**src/rtl/stack_unit.sv**
```systemverilog
// stack_unit: LIFO data stack with registered pop data, full/empty status and sticky overflow/underflow flags.
module stack_unit #(
  parameter int WIDTH  = 8,
  parameter int DEPTH  = 16,
  parameter int ADDR_W = 4
) (
  input  logic              clk,
  input  logic              rst,
  input  logic              push,
  input  logic              pop,
  input  logic [WIDTH-1:0]  din,
  input  logic              clr_err,
  output logic [WIDTH-1:0]  dout,
  output logic              dout_valid,
  output logic [WIDTH-1:0]  tos,
  output logic [ADDR_W:0]   count,
  output logic              full,
  output logic              empty,
  output logic              overflow,
  output logic              underflow
);
  localparam logic [ADDR_W:0]   FULL_CNT = DEPTH[ADDR_W:0];
  localparam logic [ADDR_W:0]   ONE_C    = 1;
  localparam logic [ADDR_W-1:0] ONE_A    = 1;
  logic [WIDTH-1:0]  mem_q [DEPTH];
  logic [ADDR_W:0]   count_q, count_d;
  logic [WIDTH-1:0]  dout_q;
  logic              dv_q, ovf_q, unf_q;
  logic [ADDR_W-1:0] top_idx, wr_idx;
  logic              replace, push_ok, pop_ok, ovf_set, unf_set, wr_en;
  always_comb begin
    full    = count_q == FULL_CNT;
    empty   = count_q == '0;
    top_idx = count_q[ADDR_W-1:0] - ONE_A;
    tos     = empty ? '0 : mem_q[top_idx];
    // push+pop on a non-empty stack overwrites the top in place
    replace = push & pop & ~empty;
    push_ok = push & ~replace & ~full;
    pop_ok  = pop & ~push & ~empty;
    ovf_set = push & ~pop & full;
    unf_set = pop & empty;
    wr_en   = push_ok | replace;
    wr_idx  = replace ? top_idx : count_q[ADDR_W-1:0];
    count_d = push_ok ? count_q + ONE_C : pop_ok ? count_q - ONE_C : count_q;
  end
  always_ff @(posedge clk or posedge rst) begin
    if (rst) begin
      count_q <= '0;
      dout_q  <= '0;
      dv_q    <= 1'b0;
      ovf_q   <= 1'b0;
      unf_q   <= 1'b0;
    end else begin
      count_q <= count_d;
      dv_q    <= replace | pop_ok;
      if (replace | pop_ok) dout_q <= tos;
      ovf_q   <= ovf_set | (ovf_q & ~clr_err);
      unf_q   <= unf_set | (unf_q & ~clr_err);
    end
  end
  always_ff @(posedge clk) begin
    if (wr_en) mem_q[wr_idx] <= din;
  end
  assign count      = count_q;
  assign dout       = dout_q;
  assign dout_valid = dv_q;
  assign overflow   = ovf_q;
  assign underflow  = unf_q;
endmodule

```
**config.mk**
```make
export PLATFORM = sky130hd
export DESIGN_NAME = stack_unit
export DESIGN_NICKNAME = d
export VERILOG_FILES = /design/src/rtl/stack_unit.sv
export SDC_FILE = /design/constraint.sdc
export NUM_CORES = 1
export LEC_CHECK = 0
export BUFFER_PORTS_ARGS = -buffer_cell sky130_fd_sc_hd__buf_2
export CAP_MARGIN = 20
export CORE_MARGIN = 4
export CORE_UTILIZATION = 56
export DETAILED_ROUTE_END_ITERATION = 7
export MAX_ROUTING_LAYER = met4
export PLACE_DENSITY = 0.75
export SYNTH_ARGS = -nofsm -noshare
export SYNTH_HDL_FRONTEND = slang
export SYNTH_SLANG_ARGS = --single-unit
export TNS_END_PERCENT = 1
```
**constraint.sdc**
```tcl
create_clock -name clk -period 5.1 [get_ports clk]
set_input_delay 0.255 -clock clk [delete_from_list [all_inputs] [get_ports clk]]
set_output_delay 0.255 -clock clk [all_outputs]
set_load 0.02 [all_outputs]
```
**Word level (Yosys, flattened, before mapping)**

Memories as Yosys holds them, arrays and structs flattened.
Index checks and enable logic that the tools add are counted.
W data, S select, Z words.

- $add $sub $neg: 3
- Eq/ne operators: 1
- Multiplexer cells: 6
- Bitwise operators: 21
- Reduce and logical (&&, ||, !) cells: 2

Operators by type and width:

| operator | number |
|---|---|
| $and A1 B1 Y1 | 11 |
| $mux W5 | 2 |
| $mux W8 | 1 |
| $not A1 Y1 | 6 |
| $add A5 B1 Y5 const B | 1 |
| $eq A5 B5 Y1 const B | 1 |
| $logic_not A5 Y1 | 1 |
| $sub A5 B1 Y5 const B | 1 |
| $mux W4 | 1 |
| $or A1 B1 Y1 | 4 |
| $sub A4 B1 Y4 const B | 1 |
| $mux W1 | 2 |
| $reduce_bool A2 Y1 | 1 |

- Register bits after elaboration: 16
- RAM bits: 128
- Bits of input ports: 13
- Output and inout bits: 26
- Logic and storage cells: 39
- Memories: 1

Memory list:

| memory | depth | bits a word | rd ports | clocked after memory_dff | write ports | RTL line | text |
|---|---|---|---|---|---|---|---|
| mem_q | 16 | 8 | 1 | 0 | 1 | 25 | `logic [WIDTH-1:0] mem_q [DEPTH];` |

**Logic depth before layout (Yosys ltp)**

Gate-level depths: netlist of the first run.

- Depth after elaboration: 9
- Depth in mapped cells: 14
- Mapped depth without buffers: 12

**Worst setup path after synthesis of the first run**

No wires, ideal clock.

- Path type: register -> register
- Start: register count_q[0], in the netlist count[0]
- End: memory mem_q[10][0], enable pin
- Library setup time: 370 ps
- Arrival: 2758 ps
- Data required time: 4730 ps
- Path slack: 1972 ps
- Stages on the path, launching flop included: 10
- Path buffers: 2
- Period minus slack after synthesis: 3128 ps
- Cell sequence: dfrtp_1 buf_1 inv_1 ha_1 or4b_4 buf_6 nand3_1 or4_1 and3_4 nor2_1

- Word-level cells in the longest chain between the ends: 9

Ends and longest elaborated chain:

| item | RTL line | text |
|---|---|---|
| from (decl) | 26 | `logic [ADDR_W:0] count_q, count_d;` |
| from (signal assigned) | 54 | `count_q <= count_d;` |
| $logic_not A5 Y1 | 33 | `empty = count_q == '0;` |
| $not A1 Y1 | 37 | `replace = push & pop & ~empty;` |
| $and A1 B1 Y1 | 37 |  |
| $not A1 Y1 | 38 | `push_ok = push & ~replace & ~full;` |
| $and A1 B1 Y1 (2 in a row) | 38 |  |
| $or A1 B1 Y1 | 42 | `wr_en = push_ok \| replace;` |
| $mux W1 | 62 | `if (wr_en) mem_q[wr_idx] <= din;` |
| $mux W1 (implied by the code) | 62 |  |
| to (decl) | 25 |  |

Parallel ways exist; a longest one is shown, timed or not.

**Final worst setup path of the first run**

- Start: register count_q[1], in the netlist count[1]
- End: output port tos[6]

- Word-level cells in the longest chain between the ends: 3

Ends and longest elaborated chain:

| item | RTL line | text |
|---|---|---|
| $sub A4 B1 Y4 | 34 | `top_idx = count_q[ADDR_W-1:0] - ONE_A;` |
| $mem_v2 Z16 W8 | n/a |  |
| $mux W8 * | 35 | `tos = empty ? '0 : mem_q[top_idx];` |
| to (decl) | 15 | `output logic [WIDTH-1:0] tos,` |

Mark *: on every way between the ends. The rest lies on a longest branch, timed or not.

==> flow_summary.yaml, run 1 <==
cells_and_area:
  final_cell_mix: "edfxtp_1 (128), buf_2 (38), mux4_2 (32)"
  fin_util_pct: 66.6
  multiInputGateArea_um2: 1590
  area_growth_pct: 15.3
  layoutNonFillerInstCount: 529
  final_common_cell: "edfxtp_1"
  diodes: 0
  n_fill_cell: 668
  layout-drive-gt1-share_pct: 31.6
  ff_latch_area_um2: 4250
  layout.nets: 399
route:
  firstDrtPassIters: 4
  drcViolationCount: 0
  totalWireLength_um: 11800
  via_per_inst: 6.07
  antenna_left: 0
  wire_per_inst_um: 22.4
  vias: 3211
  drt_first_iter_violations: 275
placed_design:
  dp.cells: 495
  dp_hpwl_um: 7560
  gp_congestion: 0.822
  io_buffers: 38
floorplan:
  die_area_um2: 12400
  core_area_um2: 10300
  initial_core_util_pct: 57.7
  die_h_um: 111
  std_cell_rows: 37
  io_pins: 39
  die_x_um: 111
clocking:
  clockBufferDepth: 2
  cts_hold_buffers: 2
  post_cts_resized: 0
  cts_buffers: 17
  cts_setup_buffers: 0
  root_buffer: "clkbuf_8"
  cts_tree: "built"
  cts_max_level: 4
  clk_latency_ps: 520
  clock_sinks: 144
  cts.reportedPaths.clkPinSlew_ps: 60
synthesis:
  syn_avg_cell_area_um2: 17.9
  seq_area_frac_synth_pct: 71.2
  synthesis.area_um2: 5960
  syn_nets: 352
  ys_top_cells_by_area: "edfxtp_1 (64%), mux4_2 (12%), dfrtp_1 (6.7%)"
  synth_warnings: 0
  ys_types: 43
  ys_async_sr_fraction_pct: 11.1
  synth_area_leader_cell: "edfxtp_1"
  synth_top_flop_cell: "edfxtp_1"
  yosysTopAreaCellShare_pct: 64.5
  synth-seq-cells: 144
  synth_edf_count: 128
  synth_cells: 333
sta:
  setup_viol: 0
  clock.fmax_mhz: 275
  finClkSkew_ps: 4.58
  finalCritPeriodShare_pct: 71.3
  drv_slew: 0
  hold_viol: 0
  rsz0062_at_grt: "no"
  min_period_ps: 3640
  relSlewSlack_pct: 29.5
  fin_hold_ws_ps: 47.4
  tns_ps: 0
  max_slew.worst_pin.slew_ps: 1060
setup_path:
  worstSetupPathDepth: 7
  cp_max_fo: 16
  cpPeakStageDelay_ps: 850
  cp.arrival_ps: 3380
  cpLargestDelayFamily: "XOR/XNOR gates"
  cpMaxStageDelayCell: "xor2_2"
  startpoint_type: "flop"
  path_cells: "inv_1 > ha_1 > xor2_2 > mux2_2 > o21ai_0 > nor2_1 > buf_2"
  endpoint_kind: "primary output"
  crit_required_ps: 4850
  path_buf_inv: 2
  critical_path_class: "flop to primary output"
  r2r.worst_path.cells: 7
global_route:
  grt_usage_pct: 21.3
  overflow: 0
  grt_max_degree: 41
  antenna_found_initial: 0
  grt_util_met1_pct: 29.2
  grt_pass1_vias: 3247
  busiest_layer: "met2"
  use_met2_pct: 30.7
  grtUsageMet3_pct: 6.60
  grt_pass1_wl_um: 19000
power:
  max-vdd-ir-drop_v: 0.000613
  p_leak_nw: 2.42
  powerDensity_nw_per_um2: 678
outcome:
  status: "finished clean"
run:
  max_cap_viol_count: 0
worst_hold_path:
  holdPathStages: 2
  min_path_type: "primary input to flop"
area by class of cell:
cell class / count / share of cell area (%)
clock inverters: 15 / 2.46
flip-flops and latches: 144 / 61.8
clock buffers: 17 / 6.02
well taps: 136 / 2.48
repair buffers: 43 / 3.39
multi-input cells: 161 / 23.1
inverters: 13 / 0.819
state kept, by name, summed over array words and instances (netlist names):
signal / cells
dout_valid: 1
mem_q: 128
count: 5
underflow: 1
overflow: 1
dout: 8
logic make-up after synthesis:
family | synth area share (%)
simple gates | 5.69
mux | 15.6
buf+inv | 2.31
flops | 71.2
fa+ha+maj | 1.39
compound gates | 2.90
xor+xnor | 0.882
layer usage:
metal  vias up  wire, um  part of all wire, %
met5         -         0                    0
met4         0       280                  2.4
met3        22       931                  7.9
met2       163      5550                   47
met1      1622      5080                   43
li1       1404         -                    -
synthesized netlist by cell type, drive strengths merged, types with 2 or more instances:
cell type / count
xor2: 2
dfrtp: 16
a21oi: 2
buf: 9
xnor2: 4
nor3: 9
mux4: 32
ha: 5
nor2: 27
nor3b: 2
mux2: 9
a31oi: 2
edfxtp: 128
o21ai: 20
nand4: 2
nand2: 17
inv: 13
mux2i: 11
a21o: 2
clkbuf: 6
and3: 3
nand3: 3
worst paths after layout:
check / to / from / slack [ps]
worst max-delay path: tos[6] / count[1] / 1460
worst min-delay path: overflow / pop / 50
worst max register to register: mem_q[9][3] / count[0] / 1960
worst min register to register: dout[2] / dout[2] / 480
max in group asynchronous: count[0] / rst / 4310
min in group asynchronous: dout[0] / rst / 350
through the flow:
stage	setup WS [ps]	total power, mW	area, um2
2_1_floorplan	1970	2.94	5960
5_1_grt	1260	4.92	6870
6_report	1460	4.66	6870
4_1_cts	1370	4.71	6870
3_3_place_gp	1840	3.46	6270
3_5_place_dp	1880	3.50	6270
report_power, final:
group / internal (mW) / switching (mW)
clock: 0.741 / 0.466
sequential: 1.46 / 0.0847
combinational: 0.781 / 1.13
total: 2.98 / 1.68
worst register-to-register path, stage by stage (launching register included):
cell	delay, ps
dfrtp_2	350
buf_4	550
nor3_1	200
xnor2_1	160
buf_4	210
or4_1	470
and3_4	210
nor2_1	610
Note: power is estimated with default switching activity, not from simulation.
==> run 2: changes to the inputs <==
CORE_UTILIZATION = 54   (was 56)
clock period = 3.3 ns   (was 5.1 ns; I/O delays follow)
==> run 2 against run 1 <==
Against the previous run: clock power grew 46%; cell count grew 3.0%; first-iteration DRC count grew 27%; register-to-register slack lost 1600 ps; via count shrank 1.2%; non-clock buffer count grew 12; combinational power grew 64%; sequential share of layout area shrank 0.86 points; critical path depth grew 1; sequential power grew 53%; total power grew 56%.
==> flow_summary.yaml, run 2 (synthesis results as in run 1) <==
global_route:
  grt_pass1_wl_um: 19000
  grt_util_met1_pct: 28.2
  grt_pass1_vias: 3305
  grt_usage_pct: 21.1
  use_met2_pct: 29.8
  overflow: 0
  grtUsageMet3_pct: 6.52
  antenna_found_initial: 0
  grt_max_degree: 41
  busiest_layer: "met2"
cells_and_area:
  final_cell_mix: "edfxtp_1 (128), buf_2 (38), mux4_2 (32)"
  multiInputGateArea_um2: 1590
  largest_reg_flops: 128
  layout.nets: 411
  ff_latch_area_um2: 4250
  n_fill_cell: 716
  max_flop_register: "mem_q"
  diodes: 0
  final_common_cell: "edfxtp_1"
  fin_util_pct: 64.3
  design_area_um2: 6970
  layout-drive-gt1-share_pct: 32.6
  area_growth_pct: 17.0
floorplan:
  die_area_um2: 12800
  initial_core_util_pct: 55.0
  std_cell_rows: 38
  die_h_um: 113
  die_x_um: 113
  io_pins: 39
  core_area_um2: 10800
sta:
  min_period_ps: 3120
  max_slew.worst_pin.slew_ps: 806
  drv_slew: 0
  hold_viol: 0
  setup_viol: 0
  rsz0062_at_grt: "no"
  tns_ps: 0
  relSlewSlack_pct: 46.1
  fin_hold_ws_ps: 33.8
  clock.fmax_mhz: 320
  finalCritPeriodShare_pct: 94.6
  fin_ws_ps: 178
  finClkSkew_ps: 8.41
setup_path:
  reg2reg_slack_ps: 330
  r2r_end: "count[4]"
  cp_max_fo: 34
  cp.arrival_ps: 2960
  r2r.worst_path.cells: 12
  startpoint_type: "flop"
  path_cells: "inv_1 > ha_1 > buf_12 > mux4_2 > mux2_2 > o21ai_1 > nor2_1 > buf_2"
  critical_path_class: "flop to primary output"
  cpPeakStageDelay_ps: 450
  r2r-start: "count[1]"
  path_buf_inv: 3
  cpMaxStageDelayCell: "dfrtp_1"
  crit_required_ps: 3130
  cpLargestDelayFamily: "multiplexers"
  endpoint_kind: "primary output"
clocking:
  cts_max_level: 4
  cts_buffers: 17
  clock_sinks: 144
  clockBufferDepth: 2
  root_buffer: "clkbuf_8"
  clk_latency_ps: 530
  cts.reportedPaths.clkPinSlew_ps: 60
  cts_tree: "built"
route:
  totalWireLength_um: 11800
  drt_first_iter_violations: 348
  wire_per_inst_um: 21.7
  antenna_left: 0
  via_per_inst: 5.82
  drcViolationCount: 0
  firstDrtPassIters: 5
  vias: 3174
placed_design:
  gp_congestion: 0.980
  place_area_um2: 6360
  dp_hpwl_um: 7540
  dp_slack_ps: 353
  io_buffers: 38
worst_hold_path:
  min_path_type: "primary input to flop"
  holdPathEnd: "mem_q[11][3]"
  holdCritStartpoint: "din[3]"
  holdPathStages: 1
power:
  powerDensity_nw_per_um2: 1040
  p_leak_nw: 2.48
  max-vdd-ir-drop_v: 0.000927
run:
  max_cap_viol_count: 0
outcome:
  status: "finished clean"
-- run 2: layer usage --
layer	routed length [um]	part of all wire, %	up-vias
met5	0	0	-
met3	975	8.2	26
met4	414	3.5	0
met1	4910	41	1576
li1	-	-	1424
met2	5550	47	148
-- run 2: timing repair --
item,4_1_cts,5_1_grt
setup buffers,0,0
setup endpoints to repair,0,4
resized for setup,0,5
endpoints found under the hold margin,18,0
hold buffers,4,0
-- run 2: power breakdown --
part | internal [mW] | switching (mW)
Sequential | 2.25 | 0.106
Combinational | 1.31 | 1.81
Clock | 1.07 | 0.696
Total | 4.63 | 2.61
-- run 2: worst max-delay path by stage --
stage	from	endpoint	slack (ps)	cells after the start
6_report	count[1]	tos[3]	180	8
5_1_grt	count[1]	tos[4]	30	8
2_1_floorplan	count[0]	mem_q[10][0]	170	9
3_5_place_dp	count[1]	count[4]	350	12
3_3_place_gp	count[0]	mem_q[4][2]	400	7
4_1_cts	count[1]	tos[3]	20	8
-- run 2: final cells by class --
type	instances	area share (%)
Clock buffer	24	7.36
Inverter	13	0.808
Clock inverter	8	0.736
Multi-Input combinational cell	161	22.8
Tap cell	140	2.51
Sequential cell	144	60.9
Timing Repair Buffer	55	4.94
-- run 2: per-stage QoR --
stage          power (mW)  cells
3_5_place_dp         5.50    509
4_1_cts              7.31    545
5_1_grt              7.69    545
3_3_place_gp         5.45    509
2_1_floorplan        4.54    333
6_report             7.25    545
==> run 3: changes to the inputs <==
CORE_UTILIZATION = 40   (was 54)
PLACE_DENSITY = not set   (was 0.75)
==> run 3 against run 2 <==
Against the previous run: critical path depth is the same; first-iteration DRC count fell by 23%; worst hold slack gained 18 ps; clock power is 20% higher; combinational power hardly changed; cell area grew 2.4%; fmax increased by 0.58%; sequential share of layout area decreased by 1.4 points; critical path type unchanged.
==> flow_summary.yaml, run 3 (synthesis results as in run 1) <==
outcome:
  status: "finished clean"
power:
  p_leak_nw: 2.53
  powerDensity_nw_per_um2: 1060
  internal_power_mw: 4.97
  p_sw_mw: 2.62
  p_clk_share_pct: 28.0
  power_switching_share_pct: 34.5
  seq_power_share_pct: 31.1
  p_comb_share_pct: 40.9
  max-vdd-ir-drop_v: 0.000611
sta:
  drv_slew: 0
  fin_hold_ws_ps: 51.6
  max_slew.worst_pin.slew_ps: 910
  finalCritPeriodShare_pct: 94.1
  finClkSkew_ps: 9.44
  clock.fmax_mhz: 322
  min_period_ps: 3100
  tns_ps: 0
  hold_viol: 0
  setup_viol: 0
  relSlewSlack_pct: 39.1
  rsz0062_at_grt: "no"
placed_design:
  io_buffers: 38
  place_area_um2: 6450
  gp_congestion: 0.817
  dp_hpwl_um: 7770
clocking:
  clk_latency_ps: 420
  cts_max_level: 4
  cts.reportedPaths.clkPinSlew_ps: 60
  cts_tree: "built"
  cts_buffers: 17
  root_buffer: "clkbuf_16"
  clock_sinks: 144
  clockBufferDepth: 2
route:
  wire_per_inst_um: 19.5
  vias: 3039
  totalWireLength_um: 11500
  drcViolationCount: 0
  antenna_left: 0
  firstDrtPassIters: 4
  drt_first_iter_violations: 268
  via_per_inst: 5.14
setup_path:
  startpoint_type: "flop"
  r2r_end: "count[4]"
  endpoint_kind: "primary output"
  crit_required_ps: 3130
  r2r.worst_path.cells: 12
  cp-startpoint: "count[1]"
  cp.arrival_ps: 2940
  r2r-start: "count[1]"
  cp_max_fo: 36
  cpPeakStageDelay_ps: 450
  cpLargestDelayFamily: "multiplexers"
  cpMaxStageDelayCell: "dfrtp_1"
  path_buf_inv: 3
  critical_path_class: "flop to primary output"
  path_cells: "inv_1 > ha_1 > buf_12 > mux4_2 > mux2_2 > o21ai_0 > nor2_1 > buf_2"
  worstSetupPathDepth: 8
  reg2reg_slack_ps: 350
global_route:
  overflow: 0
  grt_pass1_wl_um: 18400
  grt_usage_pct: 15.5
  antenna_found_initial: 0
  grt_max_degree: 37
  grt_pass1_vias: 3133
cells_and_area:
  largest_reg_flops: 128
  final_cell_mix: "edfxtp_1 (128), buf_2 (38), mux4_2 (32)"
  max_flop_register: "mem_q"
  design_area_um2: 7140
  final_common_cell: "edfxtp_1"
  area_growth_pct: 19.7
  diodes: 0
  layout-drive-gt1-share_pct: 33.4
  layout.nets: 413
floorplan:
  die_area_um2: 16900
  initial_core_util_pct: 40.9
  die_h_um: 130
  core_area_um2: 14600
  io_pins: 39
  std_cell_rows: 44
  die_x_um: 130
worst_hold_path:
  holdPathEnd: "overflow"
  min_path_type: "primary input to flop"
  holdCritStartpoint: "pop"
  holdPathStages: 2
run:
  max_cap_viol_count: 0
-- run 3: cell types whose count changed in the layout (fill, tap and decap cells not counted), sizes merged --
cell	before	now
buf	51	55
dlygate4sd3	4	2
clkinvlp	3	2
clkbuf	24	17
bufinv	0	6
inv	13	15
-- run 3: per-layer routing --
layer  vias up  wire, um  global-route usage (%)
li1       1433         -                       -
met5         -         0                       -
met3        16       609                    3.15
met1      1512      5120                    20.3
met4         0       220                    6.11
met2        78      5590                    23.9
-- run 3: cell type report --
| type | count | area (um2) |
|---|---|---|
| clock buffer | 17 | 425 |
| sequential | 144 | 4250 |
| clock inverter | 15 | 239 |
| tap | 184 | 230 |
| fill | 1193 | 7450 |
| multi-input combinational | 161 | 1590 |
| timing repair buffer | 57 | 354 |
| inverter | 13 | 56.3 |
-- run 3: worst max-delay path by stage --
| stage | end | slack, ps |
|---|---|---|
| final | tos[1] | 200 |
| after floorplan | mem_q[10][0] | 170 |
| after CTS | tos[7] | 10 |
| after global routing | tos[2] | 30 |
| after detailed placement | mem_q[13][1] | 320 |
| after global placement | mem_q[13][1] | 390 |
-- run 3: worst register-to-register path: cells and delay by family, from the launching register on --
family                     cells  cell delay, ps
AOI/OAI and AO/OA              2             360
xor gates and xnor gates       1             130
adders and majority gates      2             420
buffers and inverters          3             360
DFF                            1             440
muxes                          1             240
and+or+nand+nor                3             910
-- run 3: power by group through the flow --
stage	Combinational, mW	Clock (mW)	Sequential (mW)
6_report	3.10	2.12	2.36
2_1_floorplan	2.07	0	2.47
3_3_place_gp	3.12	0	2.39
3_5_place_dp	3.14	0	2.40
5_1_grt	3.40	2.26	2.38
4_1_cts	3.16	2.17	2.36
-- run 3: stage by stage --
step | utilization, % | setup slack [ps] | std cells | total power [mW]
6_report | 48.9 | 196 | 591 | 7.58
5_1_grt | 48.9 | 25.4 | 591 | 8.04
4_1_cts | 48.9 | 12.5 | 591 | 7.68
3_5_place_dp | 44.2 | 317 | 557 | 5.54
3_3_place_gp | 44.2 | 388 | 557 | 5.51
2_1_floorplan | - | 172 | 333 | 4.54
-- run 3: timing repair --
action	in CTS	in global routing
endpoints found under the hold margin	18	0
setup buffers	0	0
resized for setup	0	2
endpoints found under the setup margin	0	4
hold buffers	2	0
